--- src/rtl/cram_loader.sv ---
// EBUS diagnostic loader for the 84-bit x 4K control RAM: address/chunk loads, write, readback.
// Define CRAM_VERIFY_EN to add a post-write read-and-compare pass that drives verifyErr.
module cram_loader #(
  parameter int ADDR_W  = 12,
  parameter int DATA_W  = 84,
  parameter int CHUNK_W = 21,
  parameter int RD_LAT  = 1
) (
  input  logic              clk,
  input  logic              reset,
  input  logic              diagStrobe,
  input  logic [6:0]        diagFunc,
  input  logic [35:0]       ebusIn,
  output logic [35:0]       ebusOut,
  output logic              busy,
  output logic              cramOwn,
  output logic [ADDR_W-1:0] cramAddr,
  output logic [DATA_W-1:0] cramWrData,
  output logic              cramWe,
  input  logic [DATA_W-1:0] cramRdData,
  output logic              overrun,
  output logic              verifyErr
);

  localparam int CNT_W = (RD_LAT > 1) ? $clog2(RD_LAT) : 1;

  typedef enum logic [2:0] {IDLE, WR, VRD, VCMP, RD, CAP} state_t;

  state_t             state;
  logic [ADDR_W-1:0]  addr_q;
  logic [DATA_W-1:0]  data_q;
  logic [DATA_W-1:0]  rb_q;
  logic [CNT_W-1:0]   lat_cnt;
  logic [CHUNK_W-1:0] rb_chunk;
  logic               unused_bits;

  assign cramAddr    = addr_q;
  assign cramWrData  = data_q;
  assign unused_bits = ^ebusIn[35:CHUNK_W];

`ifdef CRAM_VERIFY_EN
  logic verify_err_q;
  assign verifyErr = verify_err_q;
`else
  assign verifyErr = 1'b0;
`endif

  // Chunk 0 (function 060) is the most significant slice of the CRAM word.
  always_comb begin
    rb_chunk = '0;
    for (int i = 0; i < 4; i++)
      if (diagFunc[1:0] == i[1:0]) rb_chunk = rb_q[DATA_W-1-CHUNK_W*i -: CHUNK_W];
  end

  always_ff @(posedge clk) begin
    if (reset) begin
      state   <= IDLE;
      addr_q  <= '0;
      data_q  <= '0;
      rb_q    <= '0;
      lat_cnt <= '0;
      ebusOut <= '0;
      busy    <= 1'b0;
      cramOwn <= 1'b0;
      cramWe  <= 1'b0;
      overrun <= 1'b0;
`ifdef CRAM_VERIFY_EN
      verify_err_q <= 1'b0;
`endif
    end else begin
      case (state)
        IDLE: begin
          if (diagStrobe) begin
            case (diagFunc)
              7'o050: begin
                overrun <= 1'b0;
`ifdef CRAM_VERIFY_EN
                verify_err_q <= 1'b0;
`endif
              end
              7'o051: addr_q <= ebusIn[ADDR_W-1:0];
              7'o052, 7'o053, 7'o054, 7'o055: begin
                for (int i = 0; i < 4; i++)
                  if (diagFunc == 7'(42 + i))
                    data_q[DATA_W-1-CHUNK_W*i -: CHUNK_W] <= ebusIn[CHUNK_W-1:0];
              end
              7'o056: begin
                state   <= WR;
                busy    <= 1'b1;
                cramOwn <= 1'b1;
                cramWe  <= 1'b1;
              end
              7'o057: begin
                state   <= RD;
                busy    <= 1'b1;
                cramOwn <= 1'b1;
                lat_cnt <= CNT_W'(RD_LAT - 1);
              end
              7'o060, 7'o061, 7'o062, 7'o063: ebusOut <= {{(36-CHUNK_W){1'b0}}, rb_chunk};
              default: ;
            endcase
          end
        end
        WR: begin
          cramWe <= 1'b0;
`ifdef CRAM_VERIFY_EN
          state   <= VRD;
          lat_cnt <= CNT_W'(RD_LAT - 1);
`else
          state   <= IDLE;
          busy    <= 1'b0;
          cramOwn <= 1'b0;
          addr_q  <= addr_q + 1'b1;
`endif
        end
`ifdef CRAM_VERIFY_EN
        VRD: begin
          if (lat_cnt == '0) state <= VCMP;
          else lat_cnt <= lat_cnt - 1'b1;
        end
        VCMP: begin
          rb_q <= cramRdData;
          if (cramRdData != data_q) verify_err_q <= 1'b1;
          addr_q  <= addr_q + 1'b1;
          state   <= IDLE;
          busy    <= 1'b0;
          cramOwn <= 1'b0;
        end
`endif
        RD: begin
          if (lat_cnt == '0) state <= CAP;
          else lat_cnt <= lat_cnt - 1'b1;
        end
        CAP: begin
          rb_q    <= cramRdData;
          state   <= IDLE;
          busy    <= 1'b0;
          cramOwn <= 1'b0;
        end
        default: begin
          state   <= IDLE;
          busy    <= 1'b0;
          cramOwn <= 1'b0;
          cramWe  <= 1'b0;
        end
      endcase
      // Any strobe outside IDLE is dropped, including one on a sequence's final cycle.
      if (diagStrobe && state != IDLE) overrun <= 1'b1;
    end
  end

endmodule
--- config.mk ---
export PLATFORM = sky130hd
export DESIGN_NAME = cram_loader
export DESIGN_NICKNAME = d
export VERILOG_FILES = /design/src/rtl/cram_loader.sv
export SDC_FILE = /design/constraint.sdc
export NUM_CORES = 1
export LEC_CHECK = 0
export BUFFER_PORTS_ARGS = -buffer_cell sky130_fd_sc_hd__buf_2
export CORE_MARGIN = 2
export CORE_UTILIZATION = 25
export CTS_CLUSTER_SIZE = 16
export DETAILED_ROUTE_END_ITERATION = 16
export PLACE_DENSITY = 0.47
export SYNTH_ARGS = -nofsm -noshare
export SYNTH_HDL_FRONTEND = slang
export SYNTH_SLANG_ARGS = --single-unit
--- constraint.sdc ---
create_clock -name clk -period 1.7 [get_ports clk]
set_input_delay 0.17 -clock clk [delete_from_list [all_inputs] [get_ports clk]]
set_output_delay 0.17 -clock clk [all_outputs]
set_load 0.05 [all_outputs]
; After elaboration in Yosys (flattened, before gate mapping)
; Index checks and enable logic that the tools add are counted.
; W data, S select, Z words.
[totals]
regBits = 208
latchBits = 0
ramBits = 0
romBits = 0
input_bits = 130
output_inout_bits = 137
memories = 0
[classes]
add_sub_neg = 2
mul = 0
n_div = 0
n_lt_le_gt_ge = 0
eq_ne = 25
shift = 0
n_mux = 25
bitwise_logic = 2
n_reduce_logical = 24
[op_table]
columns = cell, n
row1 = $eq A7 B6 Y1 const B, 12
row2 = $mux W21, 4
row3 = $mux W12, 2
row4 = $pmux W12 S2, 1
row5 = $reduce_and A3 Y1, 7
row6 = $reduce_and A4 Y1, 4
row7 = $add A12 B1 Y12 const B, 1
row8 = $pmux W3 S2, 2
row9 = $mux W1, 11
row10 = $reduce_bool A2 Y1, 5
row11 = $reduce_or A4 Y1, 2
row12 = $eq A3 B3 Y1 const B, 2
row13 = $mux W3, 2
row14 = $ne A2 B1 Y1 const B, 3
row15 = $ne A2 B2 Y1 const B, 3
row16 = $pmux W1 S2, 3
row17 = $eq A2 B2 Y1 const B, 2
row18 = $reduce_or A2 Y1, 2
row19 = $eq A3 B1 Y1 const B, 1
row20 = $logic_not A3 Y1, 1
row21 = $ne A3 B1 Y1 const B, 1
row22 = $reduce_bool A3 Y1, 1
row23 = $eq A2 B1 Y1 const B, 1
row24 = $logic_not A2 Y1, 1
row25 = 3 further kinds, 4

; Depth between registers and ports, before layout
[logic_depth]
ltp_word = 5
depth_mapped = 6

; Least setup slack after synthesis
; Ideal clock, no wire load.
[synth_timing]
path_kind = register to register
from = register addr_q[2], in the netlist cramAddr[2]
to = register addr_q[11], in the netlist cramAddr[11]
t_arrival_ns = 1.549
slack_ns = 0.033
stages_incl_launch_ff = 5
synth_period_minus_slack_ns = 1.667
path_cell_list = dfxtp_1 > and4_1 > and3_1 > nand3_1 > a32o_1
[synth_via]
elab_chain_len = 2
[synth_rtl]
columns = item, line
row1 = "start, declared", 30  ; logic [ADDR_W-1:0] addr_q;
row2 = "start signal, assigned", 81  ; 7'o051: addr_q <= ebusIn[ADDR_W-1:0];
row3 = "start signal, assigned", 113  ; addr_q <= addr_q + 1'b1;
row4 = $add A12 B1 Y12, 113
row5 = $pmux W12 S2, 71  ; case (state)
; No other way between the ends.
; A chain may end at the register's enable or synchronous reset.

; Worst setup path after layout
[layout_timing]
from = input diagStrobe
to = register data_q[72], in the netlist cramWrData[72]
[layout_via]
elab_chain_len = 1
[layout_rtl]
columns = item, line
row1 = "start, declared", 11  ; input logic diagStrobe,
row2 = $reduce_and A4 Y1 (no line), --
row3 = "end signal, assigned by index", 85  ; data_q[DATA_W-1-CHUNK_W*i -: CHUNK_W] <= ebusIn[CHUNK_W-1:0];
row4 = "end, declared", 31  ; logic [DATA_W-1:0] data_q;
; No other way between the ends.

==> impl_metrics.py <==
metrics = {
    "cts": {
        "hold_buffers": 107,
        "clockBufferDepth": 3,
        "cts_setup_buffers": 0,
        "clock_sinks": 206,
        "insertion_delay_ns": 0.53,
        "cts_tree": "done",
        "clk_pin_slew_ns": 0.06,
        "numCtsBuffers": 25,
        "htree_levels": 1,
        "clockRootBuffer": "clkbuf_16",
        "ctsResizeCount": 0,
    },
    "finish": {
        "layout-drive-gt1-share": 0.254,
        "syn2layout_area_growth_pct": 43.4,
        "final_util": 0.363,
        "final_nets": 1433,
    },
    "timing": {
        "clock_skew_ns": 0.0167,
        "rsz0062_at_grt": "false",
        "finalSetupViolations": 0,
        "fin_crit_ns": 1.55,
        "hold_viol": 0,
        "fin_crit_sh": 0.913,
        "max_clock_freq_mhz": 645,
        "setup_tns_ns": 0,
        "final-max-slew-violation-count": 0,
    },
    "routing": {
        "drt-pass1-iter-count": 5,
        "ant_nets": 0,
        "num_vias": 7739,
        "wire_per_inst_um": 15.6,
        "finalWirelength_mm": 27.5,
        "drcViolationCount": 0,
        "drtIter0Drc": 481,
        "viasPerCell": 4.40,
    },
    "placement": {
        "gp_congestion": 0.766,
        "io_buffers": 235,
        "hpwl_mm": 18.3,
    },
    "critical_path": {
        "crit_fanout": 21,
        "max_stage_delay_ns": 0.54,
        "crit_required_ns": 2.09,
        "critPathSlowestCell": "dlygate4sd3_1",
        "critical_path_arrival_ns": 1.94,
        "start_kind": "input pin",
        "cp-end-kind": "flip-flop",
        "path_class": "input pin to flip-flop",
        "crit_path_cell_trace": "dlygate4sd3_1, buf_2, and4bb_1, nand4_2, buf_4, mux2i_1, nor2_1",
        "cp_num_buf_inv": 3,
        "path_delay_family": "buffers and inverters",
    },
    "power_and_ir_drop": {
        "powerDensity_mw_per_mm2": 930,
        "clock_power_share": 0.492,
        "seqPwrFrac": 0.441,
        "peakVddDrop_mv": 0.659,
        "internal_power_mw": 8.52,
        "power.switching_mw": 2.45,
        "swShare": 0.223,
        "comb_power_share": 0.067,
        "p_leak_nw": 4.82,
    },
    "grt": {
        "use_met2": 0.260,
        "antenna_found_initial": 1,
        "use_met3": 0.0242,
        "grt-ovfl-total": 0,
        "grt_usage": 0.153,
        "busiest_layer": "met2",
        "grt_pass1_vias": 7453,
        "met1_usage": 0.203,
        "grt_pass1_wl_mm": 41.3,
        "grt_max_degree": 85,
    },
    "synthesis": {
        "ys_warn_count": 0,
        "ys_ff_latch": 206,
        "synth_top_area_share": 0.502,
        "syn_inst": 974,
        "syn_area_per_cell_um2": 8.44,
        "synth_cell_type_count": 47,
        "async_reset_ff_frac": 0,
        "synthFlopType": "dfxtp_1",
        "synth.area.top_cells": "dfxtp_1, nand2_1, a21oi_1",
        "synth_area_leader_cell": "dfxtp_1",
        "yosys-top-cells-count": "nand2_1, dfxtp_1, a21oi_1, buf_4, clkbuf_1",
        "synth_area_mm2": 0.00822,
        "synth-edff-count": 0,
        "seq_area_frac_synth": 0.502,
        "synth.most_common_cell": "nand2_1",
    },
    "floorplan": {
        "dieArea_mm2": 0.0344,
        "die_w_um": 185,
        "core_mm2": 0.0325,
        "ios": 267,
        "rows": 66,
        "fp.dieH_um": 185,
        "initial_core_util": 0.253,
    },
    "run_status": {
        "status": "finished, final reports clean",
    },
    "min_path": {
        "hp-class": "input pin to flip-flop",
    },
    "flow_run": {
        "maxCapViolations": 0,
    },
}
-- layout by cell type, fill, tap and decap left out, types with 2 or more instances in the layout --
cell type,synthesis,routed
buf_4,30,24
conb_1,1,16
nor3b_1,2,2
a211oi_1,7,7
a21oi_1,175,175
bufinv_16,0,3
a311oi_1,3,3
clkbuf_16,0,25
nand4bb_1,2,2
mux2i_1,21,21
clkinv_2,0,3
clkbuf_8,0,5
buf_12,0,8
and4bb_1,2,2
a32o_1,3,3
nor2_1,25,25
nand4_1,4,4
and2_1,6,5
a31oi_1,2,2
dfxtp_1,206,206
o32ai_1,3,3
clkbuf_1,29,5
nor2b_1,6,6
dlygate4sd3_1,0,107
nand2_1,344,343
mux4_2,21,21
nand3_1,5,5
and4_1,4,4
nand2b_1,4,4
buf_2,22,234
o21ai_0,5,5
and3_1,6,6
nor3_1,9,9
inv_1,2,2
-- per-layer routing --
metal | up-vias | part of all wire
met5 | - | 0
met4 | 0 | 0.022
met3 | 32 | 0.049
met2 | 207 | 0.47
met1 | 3591 | 0.46
li1 | 3909 | -
-- path summary, 6_finish.rpt --
kind,start,to,slack (ns),cells after the start
worst max register to register,state[0]$_SDFFE_PP0P_,cramWrData[72]$_SDFFE_PP0P_,0.17,5
worst min-delay path,diagFunc[2],overrun$_SDFFE_PP0P_,0.15,5
worst min register to register,cramWrData[61]$_SDFFE_PP0P_,cramWrData[61]$_SDFFE_PP0P_,0.45,2
worst max-delay path,diagStrobe,cramWrData[72]$_SDFFE_PP0P_,0.15,7
-- tightest hold or removal path: cells and delay by family --
| kind | cells | cell delay, ns |
|---|---|---|
| AO/OA/AOI/OAI | 1 | 0.12 |
| buffers and inverters | 1 | 0.11 |
| AND/OR/NAND/NOR | 3 | 0.23 |
-- per-stage QoR --
stage	setup WS, ns	hold WS [ns]	instance area [um2]	power (mW)	cells
floorplan	0.0335	0.306	8280	5.24	989
global placement	0.179	0.418	9890	5.49	1610
detailed placement	0.129	0.417	9890	5.49	1610
CTS	0.147	0.125	11800	11.2	1759
global route	0.0475	0.183	11800	11.3	1760
finish	0.148	0.149	11800	11.0	1760
-- flip-flops by register name (all words and copies together), names as in the netlist --
name        cells
ebusOut        21
cramWe          1
cramAddr       12
cramWrData     84
rb_q           84
state           2
overrun         1
cramOwn         1
-- power groups by stage --
stage | Clock, mW | Sequential, mW | Combinational (mW)
CTS | 5.58 | 4.84 | 0.734
global route | 5.72 | 4.84 | 0.785
detailed placement | 0 | 4.95 | 0.545
floorplan | 0 | 4.97 | 0.274
global placement | 0 | 4.95 | 0.545
finish | 5.39 | 4.84 | 0.732
-- cell type report --
type                       instances  area, um2
clock buffer                      35        713
fill                            3423      20700
clock inverter                     7        114
antenna                            1       2.50
multi-input combinational        693       3680
timing repair buffer             374       2590
tap                              442        553
sequential                       206       4120
inverter                           2       7.51
-- cells by family (layout without fill, tap and decap cells) --
family	after synthesis	count (layout)	synth area share
muxes	42	42	0.0831
AOI/OAI and AO/OA	206	206	0.136
other	1	17	0.000456
buffers and inverters	90	418	0.0581
adders and majority gates	1	1	0.00152
and+or+nand+nor	428	428	0.219
DFF	206	206	0.502
No activity file was read; power rests on OpenSTA's default activity.
